<file path="src/rtl/uart_pkg.sv">
// Shared UART definitions: receiver state encoding and default frame/timing constants.
package uart_pkg;

  localparam int UART_DATA_BITS  = 8;
  localparam int UART_CLK_DIV    = 4;
  localparam int UART_OVERSAMPLE = 16;

  typedef enum logic [2:0] {
    IDLE,
    START,
    DATA,
    PARITY,
    STOP,
    WAIT_HIGH
  } rx_state_t;

endpackage

</file>
<file path="src/rtl/uart_baud_tick.sv">
// Clear-able CLK_DIV divider; tick is a registered one-cycle pulse on terminal count.
module uart_baud_tick
  import uart_pkg::*;
#(
  parameter int CLK_DIV = UART_CLK_DIV
) (
  input  logic clk,
  input  logic reset,
  input  logic clear,
  output logic tick
);

  localparam int CW = (CLK_DIV > 1) ? $clog2(CLK_DIV) : 1;

  logic [CW-1:0] cnt;

  always_ff @(posedge clk or negedge reset) begin
    if (!reset) begin
      cnt  <= '0;
      tick <= 1'b0;
    end else if (clear) begin
      cnt  <= '0;
      tick <= 1'b0;
    end else if (cnt == CW'(CLK_DIV - 1)) begin
      cnt  <= '0;
      tick <= 1'b1;
    end else begin
      cnt  <= cnt + CW'(1);
      tick <= 1'b0;
    end
  end

endmodule

</file>
<file path="src/rtl/uart_receiver.sv">
// Oversampling UART receiver (8N1, or 8E1 when UART_RX_PARITY_EN is defined) with
// mid-bit sampling, false-start rejection, framing/overrun detection and valid/ack output.
module uart_receiver
  import uart_pkg::*;
#(
  parameter int DATA_BITS  = UART_DATA_BITS,
  parameter int CLK_DIV    = UART_CLK_DIV,
  parameter int OVERSAMPLE = UART_OVERSAMPLE
) (
  input  logic                 clk,
  input  logic                 reset,
  input  logic                 Rx,
  output logic [DATA_BITS-1:0] data_output,
  output logic                 rx_valid,
  input  logic                 rx_ack,
  output logic                 frame_err,
  output logic                 parity_err,
  output logic                 overrun,
  output rx_state_t            rx_state
);

  localparam int SW = $clog2(OVERSAMPLE);
  localparam int BW = (DATA_BITS > 1) ? $clog2(DATA_BITS) : 1;

  logic                 rx_meta;
  logic                 rxs;
  logic                 tick;
  logic                 tick_clear;
  rx_state_t            state;
  logic [SW-1:0]        sample_cnt;
  logic [BW-1:0]        bit_cnt;
  logic [DATA_BITS-1:0] shreg;
`ifdef UART_RX_PARITY_EN
  logic                 parity_bad;
  logic                 parity_err_q;
  assign parity_err = parity_err_q;
`else
  assign parity_err = 1'b0;
`endif

  assign rx_state   = state;
  assign tick_clear = (state == IDLE);

  always_ff @(posedge clk or negedge reset) begin
    if (!reset) begin
      rx_meta <= 1'b1;
      rxs     <= 1'b1;
    end else begin
      rx_meta <= Rx;
      rxs     <= rx_meta;
    end
  end

  uart_baud_tick #(.CLK_DIV(CLK_DIV)) u_baud_tick (
    .clk   (clk),
    .reset (reset),
    .clear (tick_clear),
    .tick  (tick)
  );

  // Handshake: a byte is held while rx_valid=1; rx_ack sampled with rx_valid=1 consumes it
  // (and clears overrun) on that edge. A frame completing on the same edge as the ack
  // replaces the consumed byte, so rx_valid stays high.
  always_ff @(posedge clk or negedge reset) begin
    if (!reset) begin
      state       <= IDLE;
      sample_cnt  <= '0;
      bit_cnt     <= '0;
      shreg       <= '0;
      data_output <= '0;
      rx_valid    <= 1'b0;
      frame_err   <= 1'b0;
      overrun     <= 1'b0;
`ifdef UART_RX_PARITY_EN
      parity_bad   <= 1'b0;
      parity_err_q <= 1'b0;
`endif
    end else begin
      frame_err <= 1'b0;
`ifdef UART_RX_PARITY_EN
      parity_err_q <= 1'b0;
`endif
      if (rx_ack && rx_valid) begin
        rx_valid <= 1'b0;
        overrun  <= 1'b0;
      end

      case (state)
        IDLE: begin
          if (!rxs) begin
            sample_cnt <= '0;
            bit_cnt    <= '0;
            state      <= START;
          end
        end

        START: begin
          if (tick) begin
            if (sample_cnt == SW'(OVERSAMPLE / 2 - 1)) begin
              sample_cnt <= '0;
              state      <= rxs ? IDLE : DATA;
            end else begin
              sample_cnt <= sample_cnt + SW'(1);
            end
          end
        end

        DATA: begin
          if (tick) begin
            if (sample_cnt == SW'(OVERSAMPLE - 1)) begin
              sample_cnt <= '0;
              shreg      <= {rxs, shreg[DATA_BITS-1:1]};
              if (bit_cnt == BW'(DATA_BITS - 1)) begin
                bit_cnt <= '0;
`ifdef UART_RX_PARITY_EN
                state   <= PARITY;
`else
                state   <= STOP;
`endif
              end else begin
                bit_cnt <= bit_cnt + BW'(1);
              end
            end else begin
              sample_cnt <= sample_cnt + SW'(1);
            end
          end
        end

`ifdef UART_RX_PARITY_EN
        PARITY: begin
          if (tick) begin
            if (sample_cnt == SW'(OVERSAMPLE - 1)) begin
              sample_cnt <= '0;
              parity_bad <= rxs ^ (^shreg);
              state      <= STOP;
            end else begin
              sample_cnt <= sample_cnt + SW'(1);
            end
          end
        end
`endif

        STOP: begin
          if (tick) begin
            if (sample_cnt == SW'(OVERSAMPLE - 1)) begin
              sample_cnt <= '0;
              if (rxs) begin
                if (!rx_valid || rx_ack) begin
                  data_output <= shreg;
                  rx_valid    <= 1'b1;
                end else begin
                  overrun <= 1'b1;
                end
`ifdef UART_RX_PARITY_EN
                parity_err_q <= parity_bad;
`endif
                state <= IDLE;
              end else begin
                frame_err <= 1'b1;
                state     <= WAIT_HIGH;
              end
            end else begin
              sample_cnt <= sample_cnt + SW'(1);
            end
          end
        end

        WAIT_HIGH: begin
          if (rxs) state <= IDLE;
        end

        default: state <= IDLE;
      endcase
    end
  end

endmodule

</file>
<file path="config.mk">
export PLATFORM = sky130hd
export DESIGN_NAME = uart_receiver
export DESIGN_NICKNAME = d
export VERILOG_FILES = /design/src/rtl/uart_pkg.sv /design/src/rtl/uart_baud_tick.sv /design/src/rtl/uart_receiver.sv
export SDC_FILE = /design/constraint.sdc
export NUM_CORES = 1
export LEC_CHECK = 0
export ABC_AREA = 1
export BUFFER_PORTS_ARGS = -buffer_cell sky130_fd_sc_hd__buf_2
export CELL_PAD_IN_SITES_DETAIL_PLACEMENT = 1
export CELL_PAD_IN_SITES_GLOBAL_PLACEMENT = 2
export CORE_MARGIN = 5
export CORE_UTILIZATION = 30
export DETAILED_ROUTE_END_ITERATION = 8
export PLACE_DENSITY_LB_ADDON = 0.12
export SYNTH_ARGS = -nofsm -noshare
export SYNTH_HDL_FRONTEND = slang
export SYNTH_SLANG_ARGS = --single-unit
</file>
<file path="constraint.sdc">
create_clock -name clk -period 3.3 [get_ports clk]
set_clock_uncertainty 0.2 [all_clocks]
set_input_delay 0.33 -clock clk [delete_from_list [all_inputs] [get_ports clk]]
set_output_delay 0.33 -clock clk [all_outputs]
set_load 0.05 [all_outputs]
</file>
==> flow_summary.toml, run 1 <==
[pwr]
vdd_drop_max_uv = 232
power.leakage_nw = 1.06
cellPowerDensity_mw_per_mm2 = 758

[timing]
setup_ws_ns = 1.44
hold_viol = 0
finalSetupViolCount = 0
fin_crit_sh_pct = 56.4
fin_setup_tns_ns = 0
slew_violations = 0
slew_headroom_pct = 48.4
rsz0062_at_grt = "no"
min_period_ns = 1.86
max_freq_mhz = 537
worst_pin_slew_ns = 0.773

[worst_setup_path]
crit_fanout = 10
worst_setup_path_end_kind = "output pin"
crit_end = "rx_state[1]"
slowest_delay_ns = 0.69
path_buf_inv = 1
cp.required_ns = 2.77
rr_endpoint = "data_output[4]$_DFFE_PN0P_"
cp_slowest_cell = "dfrtp_1"
r2r_slack_ns = 1.48
crit_cells = 1
crit_type = "reg -> out"
arrival_ns = 1.33
crit_chain = "buf_2"
setup.worst_path.start = "rx_state[1]$_DFFE_PN0P_"
cp_top_family = "flip-flops"
critPathLaunchType = "flip-flop"
reg2reg_depth = 6
timing.rr.start = "sample_cnt[0]$_DFFE_PN0P_"

[clocking]
cts_made_buffers = 5
clockBufferDepth = 2
h-tree-depth = 2
clock_latency_ns = 0.28
root_buffer = "clkbuf_8"
clock-sinks = 34
post_cts_resize_count = 0
cts_tree = "done"
clkSlewWorstSetupHoldPaths_ns = 0.07

[status]
outcome = "finished, final reports clean"

[grt]
antenna_found_initial = 0
gr-total-overflow = 0
grt_start_max_net_pins = 35
grt_pass1_wl_um = 6930
grt_pass1_vias = 1512
track_usage_pct = 11.6

[die]
initial_core_util_pct = 30.6
core_mm2 = 0.00589
rows = 28
dieWidth_um = 87.5
die_area_mm2 = 0.00765
die_height_um = 87.5
io_pins = 19

[final_layout]
nets = 226
area_growth_pct = 13.8
layout-drive-gt1-share_pct = 26.0
layout_common_cells = "nand2_1, dfrtp_1, inv_1, buf_2, o21ai_2"
fin_util_pct = 34.8
fillCellCount = 706
final_cell_area_mm2 = 0.00205
final_common_cell = "nand2_1"
antenna_cells = 0

[synthesis]
avgSynthCellArea_um2 = 9.09
ys_seq_area_share_pct = 47.4
synth.net_count = 206
synth_cell_types = 30
syn_inst = 198
yosysWarnings = 0
synth-seq-cells = 34
synth.cell_area_mm2 = 0.00180

[placement]
pre_cts_ws_ns = 1.45
postPlaceCellArea_mm2 = 0.00192
port_buffers = 17
dp_hpwl_um = 2960
routabilityCongestion = 0.813

[route]
routedWlPerCell_um = 12.9
final_antenna_net_count = 0
drc_errors = 0
drtPass1Iterations = 4
initialDrtViolationCount = 46
via_count = 1328
vias_per_cell = 4.52
wl_um = 3810

[worst_hold_path]
hold_path.class = "in -> reg"

[job]
cap_violations = 0
-- what timing repair did --
| item | 4_1_cts | 5_1_grt |
|---|---|---|
| buffers inserted | 0 | 0 |
| hold buffers | 2 | 0 |
| hold endpoints to repair | 33 | 0 |
-- routing by layer --
metal	global-route usage [%]	part of all wire, %	vias to the layer above
met3	3.03	3.2	5
met1	13.5	43	640
met5	0	0	-
li1	-	-	668
met4	3.77	1.3	0
met2	20.7	52	15
-- kinds of logic after synthesis --
kind of cell    count (synthesis)  synth area share, %
flops                          34                 47.4
simple gates                  102                 29.8
fa+ha+maj                       4                 2.78
xor+xnor                        2                0.973
other cells                     1                0.208
compound gates                 25                 10.7
buf+inv                        30                 8.13
-- sequential cells by signal (all words and copies together) (netlist names), 2 cells and up --
register and cells:
data_output 8, sample_cnt 4, bit_cnt 3, u_baud_tick.cnt 2
shreg 8, rx_state 3
-- area by class of cell --
cell class	instances	area, um2	share of cell area, %
Multi-Input combinational cell	134	801	39.1
Tap cell	75	93.8	4.58
Timing Repair Buffer	19	105	5.13
Clock inverter	1	30.0	1.47
Clock buffer	7	76.3	3.72
Inverter	24	90.1	4.40
Sequential cell	34	853	41.6
-- per-stage QoR --
step	total power [mW]	instances	hold WS, ns
after CTS	1.59	294	0.0207
after floorplan	1.07	198	-0.166
after detailed placement	1.20	284	0.149
after global placement	1.19	284	0.148
final	1.55	294	0.0339
after global routing	1.70	294	0.0335
-- power by group --
| part | switching (mW) | leakage, nW | total [mW] | internal, mW |
|---|---|---|---|---|
| Clock | 0.144 | 0.0524 | 0.370 | 0.226 |
| Sequential | 0.101 | 0.460 | 0.570 | 0.469 |
| Combinational | 0.419 | 0.549 | 0.613 | 0.194 |
| Total | 0.664 | 1.06 | 1.55 | 0.889 |
-- cell usage after synthesis --
cell      count  area [um2]
a31oi_1       2        12.5
nor2_2        1        6.26
o211ai_1      1        7.51
nor2_1        7        26.3
inv_2         1        3.75
nand2_2       4        25.0
nand3_4       2        35.0
buf_6         3        33.8
nor2_8        2        40.0
o21ai_1       1        5.00
o21ai_2      16         140
dfstp_2       2        52.6
nand3b_1      2        15.0
nand2_1      61         229
nor2_4        4        45.0
ha_1          4        50.1
dfrtp_1      32         801
o21a_1        1        7.51
nand2_4       2        22.5
xor2_1        1        8.76
xnor2_1       1        8.76
inv_1        23        86.3
nand3_1      10        50.1
nand4_1       5        31.3
buf_4         3        22.5
o21ai_0       2        10.0
or2_1         1        6.26
nor3_1        1        5.00
a21oi_1       2        10.0
conb_1        1        3.75
-- worst min-delay path by stage --
stage                 startpoint                endpoint  slack [ns]  depth (start not counted)
4_1_cts                   rx_ack       overrun$_DFF_PN0_        0.02                          2
6_report                  rx_ack       overrun$_DFF_PN0_        0.03                          2
3_3_place_gp   rx_meta$_DFF_PN1_           rxs$_DFF_PN1_        0.15                          0
2_1_floorplan              reset  bit_cnt[0]$_DFFE_PN0P_       -0.17                          0
3_5_place_dp   rx_meta$_DFF_PN1_           rxs$_DFF_PN1_        0.15                          0
5_1_grt                   rx_ack       overrun$_DFF_PN0_        0.03                          2
No activity file was read; power rests on OpenSTA's default activity.
==> run 2: changes to the inputs <==
clock period = 1.7 ns   (was 3.3 ns; I/O delays follow)
==> flow_summary.toml, run 2 (synthesis gave the netlist of run 1 again) <==
[status]
outcome = "finished, final reports clean"

[route]
vias_per_cell = 4.54
final_antenna_net_count = 0
drtPass1Iterations = 4
wl_um = 4190
via_count = 1418
drc_errors = 0
routedWlPerCell_um = 13.4
initialDrtViolationCount = 31

[worst_setup_path]
setup.worst_path.start = "rx_state[0]$_DFFE_PN0P_"
timing.rr.start = "bit_cnt[0]$_DFFE_PN0P_"
reg2reg_depth = 5
r2r_slack_ns = 0.07
arrival_ns = 1.26
worst_setup_path_end_kind = "output pin"
crit_fanout = 6
critPathLaunchType = "flip-flop"
crit_type = "reg -> out"
rr_endpoint = "bit_cnt[0]$_DFFE_PN0P_"
crit_end = "rx_state[0]"
cp.required_ns = 1.33

[timing]
slew_headroom_pct = 63.3
slew_violations = 0
worst_pin_slew_ns = 0.550
hold_viol = 0
rsz0062_at_grt = "yes"
fin_crit_sh_pct = 95.9
max_freq_mhz = 613
finalSetupViolCount = 0
min_period_ns = 1.63

[clocking]
clkSlewWorstSetupHoldPaths_ns = 0.07
clockBufferDepth = 2
root_buffer = "clkbuf_8"
clock-sinks = 34
clock_latency_ns = 0.28
h-tree-depth = 2
cts_tree = "done"
cts_made_buffers = 5

[final_layout]
layout-drive-gt1-share_pct = 36.3
multi_input_area_um2 = 866
final_cell_area_mm2 = 0.00223
area_growth_pct = 24.1
layout_common_cells = "nand2_1, dfrtp_1, inv_1, o21ai_2, buf_2"
nets = 244
reg_top3 = "data_output: 8 flops, shreg: 8 flops, sample_cnt: 4 flops"
final_common_cell = "nand2_1"
antenna_cells = 0
seq_area_um2 = 857
fillCellCount = 719

[grt]
use_met1_pct = 14.3
grt_start_max_net_pins = 26
grt_pass1_wl_um = 7350
grt_busiest_layer = "met2"
met2_usage_pct = 22.2
track_usage_pct = 12.3
gr-total-overflow = 0
use_met3_pct = 2.55
antenna_found_initial = 0
grt_pass1_vias = 1577

[placement]
port_buffers = 17
routabilityCongestion = 0.787
postPlaceCellArea_mm2 = 0.00197
dp_hpwl_um = 3040

[job]
cap_violations = 0

[pwr]
p_int_mw = 1.85
seqPwrFrac_pct = 33.7
power.leakage_nw = 1.13
vdd_drop_max_uv = 551
pwr-share-clk_pct = 18.5
power_mw = 3.27
p_switching_mw = 1.42
cellPowerDensity_mw_per_mm2 = 1460
combPwrFrac_pct = 47.8
switching_share_pct = 43.4

[die]
io_pins = 19
rows = 28
initial_core_util_pct = 30.6
die_area_mm2 = 0.00765
dieWidth_um = 87.5
core_mm2 = 0.00589
die_height_um = 87.5

[worst_hold_path]
hold_path.class = "reg -> reg"
[run 2: changes by cell type in the layout (fill, tap and decap cells not counted), moves of 3 or more]
cell,change
dfrtp_1,-3
buf_4,+13
dfrtp_2,+3
nand2_1,-3
[run 2: repair_timing]
action	CTS	global route
endpoints found under the setup margin	16	21
cloned	1	0
setup buffers	1	9
pin swaps	3	5
gates resized for setup	2	13
hold buffers	3	0
endpoints found under the hold margin	23	0
[run 2: worst max-delay path, stage by stage (launching register included)]
cell	delay (ns)
dfrtp_2	0.51
clkbuf_2	0.20
buf_2	0.27
[run 2: power groups by stage]
stage | Combinational [mW] | Sequential, mW | Clock [mW]
5_1_grt | 1.75 | 1.12 | 0.670
2_1_floorplan | 0.982 | 1.11 | 0
3_5_place_dp | 1.26 | 1.14 | 0
3_3_place_gp | 1.24 | 1.13 | 0
6_report | 1.56 | 1.10 | 0.604
4_1_cts | 1.30 | 1.12 | 0.640
[run 2: how the worst min path moves through the flow]
stage / cells after the start / slack (ns) / end / start
3_5_place_dp: 1 / -0.007 / data_output[5]$_DFFE_PN0P_ / reset
3_3_place_gp: 1 / -0.02 / shreg[4]$_DFFE_PN0P_ / reset
5_1_grt: 0 / 0.16 / rxs$_DFF_PN1_ / rx_meta$_DFF_PN1_
6_report: 0 / 0.16 / rxs$_DFF_PN1_ / rx_meta$_DFF_PN1_
4_1_cts: 0 / 0.16 / rxs$_DFF_PN1_ / rx_meta$_DFF_PN1_
2_1_floorplan: 0 / -0.33 / bit_cnt[0]$_DFFE_PN0P_ / reset
[run 2: layer usage]
| layer | vias to the layer above | wire (um) |
|---|---|---|
| met5 | - | 0 |
| met3 | 6 | 106 |
| met2 | 14 | 2250 |
| met1 | 692 | 1770 |
| met4 | 0 | 63 |
| li1 | 706 | - |
[run 2: area by class of cell]
| cell class | count | area share [%] |
|---|---|---|
| flip-flops and latches | 34 | 38.4 |
| well taps | 75 | 4.20 |
| multi-input cells | 135 | 38.7 |
| inverters | 24 | 4.03 |
| clock inverters | 1 | 0.224 |
| repair buffers | 36 | 10.6 |
| clock buffers | 7 | 3.86 |
[run 2: per-stage QoR]
stage | util, % | cells | TNS [ns] | hold slack [ns] | setup WS, ns
floorplan | - | 198 | 0 | -0.326 | 0.00794
global placement | 33.5 | 290 | 0 | -0.0229 | 0.0241
detailed placement | 33.5 | 290 | -0.411 | -0.00675 | -0.0627
CTS | 36.0 | 303 | 0 | 0.157 | 0.00100
global route | 38.0 | 312 | -0.142 | 0.164 | -0.0395
finish | 38.0 | 312 | 0 | 0.156 | 0.0697
==> run 3: changes to the inputs <==
CTS_BUF_LIST = sky130_fd_sc_hd__clkbuf_8   (was unset)
==> flow_summary.toml, run 3 (synthesis gave the netlist of run 1 again) <==
[status]
outcome = "finished, final reports clean"

[pwr]
combPwrFrac_pct = 47.8
switching_share_pct = 43.5
vdd_drop_max_uv = 551
p_switching_mw = 1.42
seqPwrFrac_pct = 33.8
cellPowerDensity_mw_per_mm2 = 1460
power.leakage_nw = 1.13
power_mw = 3.26
pwr-share-clk_pct = 18.4
p_int_mw = 1.84

[timing]
slew_headroom_pct = 63.3
finalSetupViolCount = 0
slew_violations = 0
setup_ws_ns = 0.0697
fin_crit_sh_pct = 95.9
min_period_ns = 1.63
worst_pin_slew_ns = 0.550
max_freq_mhz = 613
fin_setup_tns_ns = 0
rsz0062_at_grt = "yes"
hold_viol = 0

[final_layout]
layout-drive-gt1-share_pct = 36.3
multi_input_area_um2 = 866
fin_util_pct = 38.0
layout_common_cells = "nand2_1, dfrtp_1, inv_1, o21ai_2, buf_2"
reg_top3 = "data_output: 8 flops, shreg: 8 flops, sample_cnt: 4 flops"
fillCellCount = 719
area_growth_pct = 24.1
seq_area_um2 = 857
nets = 244
final_common_cell = "nand2_1"
antenna_cells = 0

[worst_setup_path]
worst_setup_path_end_kind = "output pin"
cp.required_ns = 1.33
slowest_delay_ns = 0.51
path_buf_inv = 2
crit_fanout = 6
crit_chain = "clkbuf_2 -> buf_2"
crit_type = "reg -> out"
cp_top_family = "flip-flops"
cp_slowest_cell = "dfrtp_2"
arrival_ns = 1.26
critPathLaunchType = "flip-flop"

[clocking]
h-tree-depth = 2
cts_made_buffers = 5
clock_latency_ns = 0.28
root_buffer = "clkbuf_8"
clockBufferDepth = 2
cts_tree = "done"
clock-sinks = 34
clkSlewWorstSetupHoldPaths_ns = 0.07

[grt]
track_usage_pct = 12.3
grt_start_max_net_pins = 26
antenna_found_initial = 0
grt_pass1_vias = 1577
grt_pass1_wl_um = 7350
gr-total-overflow = 0

[route]
via_count = 1416
drtPass1Iterations = 4
initialDrtViolationCount = 31
drc_errors = 0
routedWlPerCell_um = 13.4
wl_um = 4190
vias_per_cell = 4.54
final_antenna_net_count = 0

[die]
initial_core_util_pct = 30.6
dieWidth_um = 87.5
io_pins = 19
core_mm2 = 0.00589
rows = 28
die_area_mm2 = 0.00765
die_height_um = 87.5

[placement]
pre_cts_ws_ns = -0.0627
routabilityCongestion = 0.787
dp_hpwl_um = 3040
port_buffers = 17

[worst_hold_path]
hold_path.class = "reg -> reg"

[job]
cap_violations = 0
[run 3: cell types whose count changed in the layout (fill, tap and decap cells not counted)]
cell | before | now
clkbuf_1 | 1 | 0
inv_1 | 22 | 23
[run 3: layer usage]
metal | GRT usage, % | up-vias | part of all wire, %
met2 | 22.2 | 14 | 54
met1 | 14.3 | 690 | 42
li1 | - | 706 | -
met4 | 4.18 | 0 | 1.5
met3 | 2.55 | 6 | 2.5
met5 | 0 | - | 0
[run 3: final timing paths]
path / start / endpoint / slack [ns] / cells past startpoint
min in group asynchronous: reset / data_output[5]$_DFFE_PN0P_ / 0.22 / 2
hold / removal: rx_meta$_DFF_PN1_ / rxs$_DFF_PN1_ / 0.16 / 0
setup / recovery: rx_state[0]$_DFFE_PN0P_ / rx_state[0] / 0.07 / 2
max in group asynchronous: reset / rx_state[0]$_DFFE_PN0P_ / 0.56 / 3
setup reg to reg: bit_cnt[0]$_DFFE_PN0P_ / bit_cnt[0]$_DFFE_PN0P_ / 0.07 / 5
hold reg to reg: rx_meta$_DFF_PN1_ / rxs$_DFF_PN1_ / 0.16 / 0
[run 3: metrics by stage]
step,instance area (um2),hold WS [ns],cells
final,2230,0.156,312
after global routing,2230,0.164,312
after CTS,2120,0.157,303
after detailed placement,1970,-0.00675,290
after global placement,1970,-0.0229,290
after floorplan,1810,-0.326,198
[run 3: area by class of cell]
cell class | instances | share of cell area (%)
Clock inverter | 2 | 0.392
Inverter | 24 | 4.03
Multi-Input combinational cell | 135 | 38.7
Clock buffer | 6 | 3.70
Tap cell | 75 | 4.20
Sequential cell | 34 | 38.4
Timing Repair Buffer | 36 | 10.6
[run 3: power by group through the flow]
stage,registers [mW],clock network (mW),logic (mW)
2_1_floorplan,1.11,0,0.982
3_3_place_gp,1.13,0,1.24
3_5_place_dp,1.14,0,1.26
4_1_cts,1.12,0.634,1.30
5_1_grt,1.12,0.664,1.75
6_report,1.10,0.599,1.56
[run 3: what timing repair did]
item                                    4_1_cts  5_1_grt
endpoints found under the setup margin       16       21
gates resized for setup                       2       13
pin swaps                                     3        5
endpoints found under the hold margin        23        0
hold buffers                                  3        0
buffers inserted                              1        9
cloned                                        1        0
